`src/rtl/noc_rr_packet_arbiter.sv`:
```
// noc_rr_packet_arbiter
//   Round-robin, packet-locked arbiter for one NoC router output port.
//   It sits between the input VC buffers and the crossbar select.
//   In IDLE it picks the lowest requester at or above the rotating mask.
//   If no masked requester exists, it picks the lowest requester overall.
//   The grant is held (LOCK) until the winner's tail flit transfers.
//   After that there is one IDLE bubble cycle before the next grant.
//
// Optional feature macro: NOC_ARB_GRANT_CNT_EN
//   When defined, per-input saturating grant counters are added.
//   They are exposed on the grant_cnt port.
//
// Ports
//   clk        clock, all logic on posedge
//   rst_n      synchronous active-low reset
//   req        per-input "has a flit for this output"
//   tail       per-input "current flit is the last of its packet"
//   out_ready  downstream accepts a flit this cycle
//   gnt        registered one-hot grant, zero when idle
//   gnt_valid  registered |gnt
//   gnt_idx    registered binary index of the granted input, zero when idle
//   grant_cnt  packed counters, counter i at [i*CNT_W +: CNT_W]
//              (only present with NOC_ARB_GRANT_CNT_EN)
module noc_rr_packet_arbiter #(
  parameter  int REQ_NUM = 5,
  parameter  int CNT_W   = 16,
  localparam int IDX_W   = $clog2(REQ_NUM)
) (
  input  logic                     clk,
  input  logic                     rst_n,
  input  logic [REQ_NUM-1:0]       req,
  input  logic [REQ_NUM-1:0]       tail,
  input  logic                     out_ready,
  output logic [REQ_NUM-1:0]       gnt,
  output logic                     gnt_valid,
  output logic [IDX_W-1:0]         gnt_idx
`ifdef NOC_ARB_GRANT_CNT_EN
  ,
  output logic [REQ_NUM*CNT_W-1:0] grant_cnt
`endif
);

  // Reject unsupported configurations at elaboration time.
  if (REQ_NUM < 2 || REQ_NUM > 16 || CNT_W < 1) begin : g_param_check
    $error("noc_rr_packet_arbiter: unsupported REQ_NUM or CNT_W");
  end

  typedef enum logic {IDLE = 1'b0, LOCK = 1'b1} state_t;

  localparam logic [REQ_NUM-1:0] ONE = REQ_NUM'(1);

  state_t             state_reg, state_next;
  logic [REQ_NUM-1:0] mask_reg, mask_next;
  logic [REQ_NUM-1:0] gnt_reg, gnt_next;
  logic               gnt_valid_reg, gnt_valid_next;
  logic [IDX_W-1:0]   gnt_idx_reg, gnt_idx_next;

  logic [REQ_NUM-1:0] masked_req;
  logic [REQ_NUM-1:0] pick_vec;
  logic [REQ_NUM-1:0] winner;
  logic [IDX_W-1:0]   winner_idx;
  logic [REQ_NUM-1:0] above_gnt;
  logic               tail_xfer;

  // Lowest-set-bit one-hot over the masked vector, falling back to all requests.
  assign masked_req = req & mask_reg;
  assign pick_vec   = (masked_req != '0) ? masked_req : req;
  assign winner     = pick_vec & (~pick_vec + ONE);

  always_comb begin
    winner_idx = '0;
    for (int i = 0; i < REQ_NUM; i++) begin
      if (winner[i]) winner_idx = winner_idx | IDX_W'(i);
    end
  end

  // Bits strictly above the current one-hot grant.
  // This is zero when the top input wins; that case wraps the mask to all ones.
  assign above_gnt = ~(gnt_reg | (gnt_reg - ONE));

  // Release happens only on a real transfer of the winner's tail flit.
  assign tail_xfer = out_ready & (|(gnt_reg & req & tail));

  always_comb begin
    state_next     = state_reg;
    mask_next      = mask_reg;
    gnt_next       = gnt_reg;
    gnt_valid_next = gnt_valid_reg;
    gnt_idx_next   = gnt_idx_reg;
    case (state_reg)
      IDLE: begin
        if (req != '0) begin
          state_next     = LOCK;
          gnt_next       = winner;
          gnt_valid_next = 1'b1;
          gnt_idx_next   = winner_idx;
        end
      end
      LOCK: begin
        if (tail_xfer) begin
          state_next     = IDLE;
          gnt_next       = '0;
          gnt_valid_next = 1'b0;
          gnt_idx_next   = '0;
          mask_next      = (above_gnt == '0) ? '1 : above_gnt;
        end
      end
      default: begin
        state_next     = IDLE;
        gnt_next       = '0;
        gnt_valid_next = 1'b0;
        gnt_idx_next   = '0;
      end
    endcase
  end

  always_ff @(posedge clk) begin
    if (!rst_n) begin
      state_reg     <= IDLE;
      mask_reg      <= '1;
      gnt_reg       <= '0;
      gnt_valid_reg <= 1'b0;
      gnt_idx_reg   <= '0;
    end else begin
      state_reg     <= state_next;
      mask_reg      <= mask_next;
      gnt_reg       <= gnt_next;
      gnt_valid_reg <= gnt_valid_next;
      gnt_idx_reg   <= gnt_idx_next;
    end
  end

  assign gnt       = gnt_reg;
  assign gnt_valid = gnt_valid_reg;
  assign gnt_idx   = gnt_idx_reg;

`ifdef NOC_ARB_GRANT_CNT_EN
  // A grant event is an IDLE->LOCK transition; winner marks the input served.
  logic grant_event;
  assign grant_event = (state_reg == IDLE) && (req != '0);

  for (genvar gi = 0; gi < REQ_NUM; gi++) begin : g_grant_cnt
    logic [CNT_W-1:0] cnt_reg;
    always_ff @(posedge clk) begin
      if (!rst_n) begin
        cnt_reg <= '0;
      end else if (grant_event && winner[gi] && (cnt_reg != '1)) begin
        cnt_reg <= cnt_reg + CNT_W'(1);
      end
    end
    assign grant_cnt[gi*CNT_W +: CNT_W] = cnt_reg;
  end
`endif

endmodule

```
`config.mk`:
```
export PLATFORM = sky130hd
export DESIGN_NAME = noc_rr_packet_arbiter
export DESIGN_NICKNAME = d
export VERILOG_FILES = /design/src/rtl/noc_rr_packet_arbiter.sv
export SDC_FILE = /design/constraint.sdc
export NUM_CORES = 1
export LEC_CHECK = 0
export ABC_AREA = 1
export CORE_MARGIN = 5
export CORE_UTILIZATION = 40
export CTS_CLUSTER_SIZE = 14
export DETAILED_ROUTE_END_ITERATION = 12
export PLACE_DENSITY = 0.79
export SYNTH_ARGS = -nofsm -noshare
export SYNTH_HDL_FRONTEND = slang
export SYNTH_SLANG_ARGS = --single-unit
```
`constraint.sdc`:
```
create_clock -name clk -period 1.85 [get_ports clk]
set_input_delay 0.37 -clock clk [delete_from_list [all_inputs] [get_ports clk]]
set_output_delay 0.37 -clock clk [all_outputs]
set_load 0.01 [all_outputs]
```
==> results_dict.tcl <==
set metrics [dict create \
    fill_cells 176 \
    synth_nets 128 \
    hold_viol 0 \
    cts_buffers 3 \
    crit_required_ps 1480 \
    synth-seq-area-share_pct 36.6 \
    synth_simple_gate_area_share_pct 45.8 \
    fin_util_pct 59.6 \
    slew_headroom_pct 82.7 \
    insertion_delay_ps 280 \
    cp_num_buf_inv 1 \
    hold_path_class "reg2reg" \
    synth_area_per_cell_um2 6.66 \
    whs_ps 465 \
    synth.area.mux_share_pct 0 \
    cts_buffer_depth 2 \
    cpPeakStageDelay_ps 580 \
    r2r-start "mask_reg[0]" \
    postCtsSetupBuffers 0 \
    cp-start-kind "register" \
    row_count 15 \
    min_path_cells 2 \
    layout_commonest_cell "nand2_1" \
    io_pins 22 \
    overflow 0 \
    crit_type "reg2out" \
    cts_hold_buffers 0 \
    reg2reg_setup_slack_ps 570 \
    dieArea_um2 2890 \
    fin_crit_sh_pct 90.3 \
    core_area_um2 1760 \
    final.min_clock_period_ps 1670 \
    whs_endpoint "gnt_valid" \
    port_buffers 21 \
    cpMaxStageDelayCell "clkdlybuf4s50_1" \
    setup_violations 0 \
    cp_max_fo 5 \
    status "finished, final reports clean" \
    nNetsFinal 155 \
    synthAdderAreaFrac_pct 0 \
    drc 0 \
    grt_max_degree 9 \
    path_clk_slew_ps 90 \
    synth_cells 115 \
    synth_xor_area_share_pct 0 \
    endpoint_kind "output pin" \
    synth_top_family_by_area "simple AND/OR/NAND/NOR gates" \
    cts_tree "built" \
    arrival_ps 1300 \
    drtIter0Drc 26 \
    syn2layout_area_growth_pct 37.3 \
    yosysWarnings 0 \
    dr.pass1.iters 4 \
    ir_worst_vdd_mv 0.471 \
    antennaDiodeCount 0 \
    synthDistinctLibCells 16 \
    vias_per_cell 4.95 \
    final_cell_mix "30 x nand2_1, 21 x clkdlybuf4s50_1, 20 x nand3_1" \
    reg2reg_depth 9 \
    fmax_mhz 599 \
    routedWlPerCell_um 12.3 \
    holdCritStartpoint "gnt_valid" \
    die_height_um 53.8 \
    drive_gt1_share_pct 14.9 \
    drv_slew 0 \
    place_inst 162 \
    grt_pass1_wl_mm 3.35 \
    path_cells "clkdlybuf4s50_1" \
    synth_area_leaders "dfxtp_1 37%, nand2_1 15%, nand3_1 13%" \
    critPathTopFamily "buffers and inverters" \
    cts-root-buf "clkbuf_4" \
    finalWirelength_mm 2.05 \
    synth_compound_area_share_pct 10.8 \
    fp.dieW_um 53.8 \
    p_per_area_nw_per_um2 676 \
    synth.largest_area_cell "dfxtp_1" \
    grt_setup_unrepaired "false" \
    ys_ff_latch 14 \
    fin_area_um2 1050 \
    clock_skew_ps 0.501 \
    grtUsageTotal_pct 16.1 \
    dp_hpwl_mm 1.64 \
    detail-route-antenna-nets 0 \
    timing.rr.end "gnt_idx[0]" \
    start_util_pct 43.4 \
    placed_cell_area_um2 1010 \
    antenna_found_initial 0 \
    maxCapViolCount 0 \
    worstMarginPinSlew_ps 259 \
    synth_top_area_share_pct 36.6 \
    p_leak_uw 0.000484 \
    ctsResizeCount 0 \
    grt_pass1_vias 745 \
    cts_sinks 14 \
    route.vias.total 821 \
    gp_congestion 0.946 \
    syn-cell-area_um2 766 \
    stdcell_count 166 \
    h-tree-depth 1 \
]
worst max-delay path by stage:
stage	startpoint	to	slack (ps)	cells past startpoint
3_3_place_gp	req[0]	gnt_idx[0]	10	10
6_report	gnt[2]	gnt[2]	180	1
2_1_floorplan	req[0]	gnt_idx[0]	630	9
5_1_grt	gnt[2]	gnt[2]	110	1
3_5_place_dp	req[0]	gnt_idx[0]	-20	10
4_1_cts	gnt[2]	gnt[2]	170	1
power breakdown:
part / leakage, µW / switching [µW] / internal, µW
logic: 0.000349 / 81.1 / 73.1
clock network: 0.0000210 / 106 / 120
registers: 0.000114 / 13.9 / 316
Yosys cell counts (all sizes together):
cell,number
nand3,20
dfxtp,14
nand2,38
inv,10
and2,1
buf,2
o211ai,1
a21oi,7
nor2,17
a31oi,1
o21bai,1
o21ai,3
area by class of cell:
class | count | area, µm² | share of cell area, %
well taps | 25 | 31.3 | 2.98
repair buffers | 24 | 233 | 22.1
flip-flops and latches | 14 | 280 | 26.7
multi-input cells | 89 | 433 | 41.2
clock buffers | 4 | 36.3 | 3.45
inverters | 10 | 37.5 | 3.57
per-stage QoR:
stage                     setup TNS, ps  setup WS, ps  power (µW)
after global routing                  0           112         747
after detailed placement          -20.3         -20.3         490
after floorplan                       0           633         420
after CTS                             0           170         719
final                                 0           180         710
after global placement                0          13.7         488
metal layers:
layer	global-route usage [%]	up-vias	wire length (µm)
met5	0	-	0
met1	19.1	367	863
met3	7.48	6	146
met4	3.83	0	42
met2	26.2	27	996
li1	-	421	-
kinds of logic (layout without fill, tap and decap cells):
logic type,after synthesis,count (layout)
AO/OA/AOI/OAI,13,13
buffers and inverters,12,38
flip-flops,14,14
AND/OR/NAND/NOR,76,76
No activity file was read; power rests on OpenSTA's default activity.
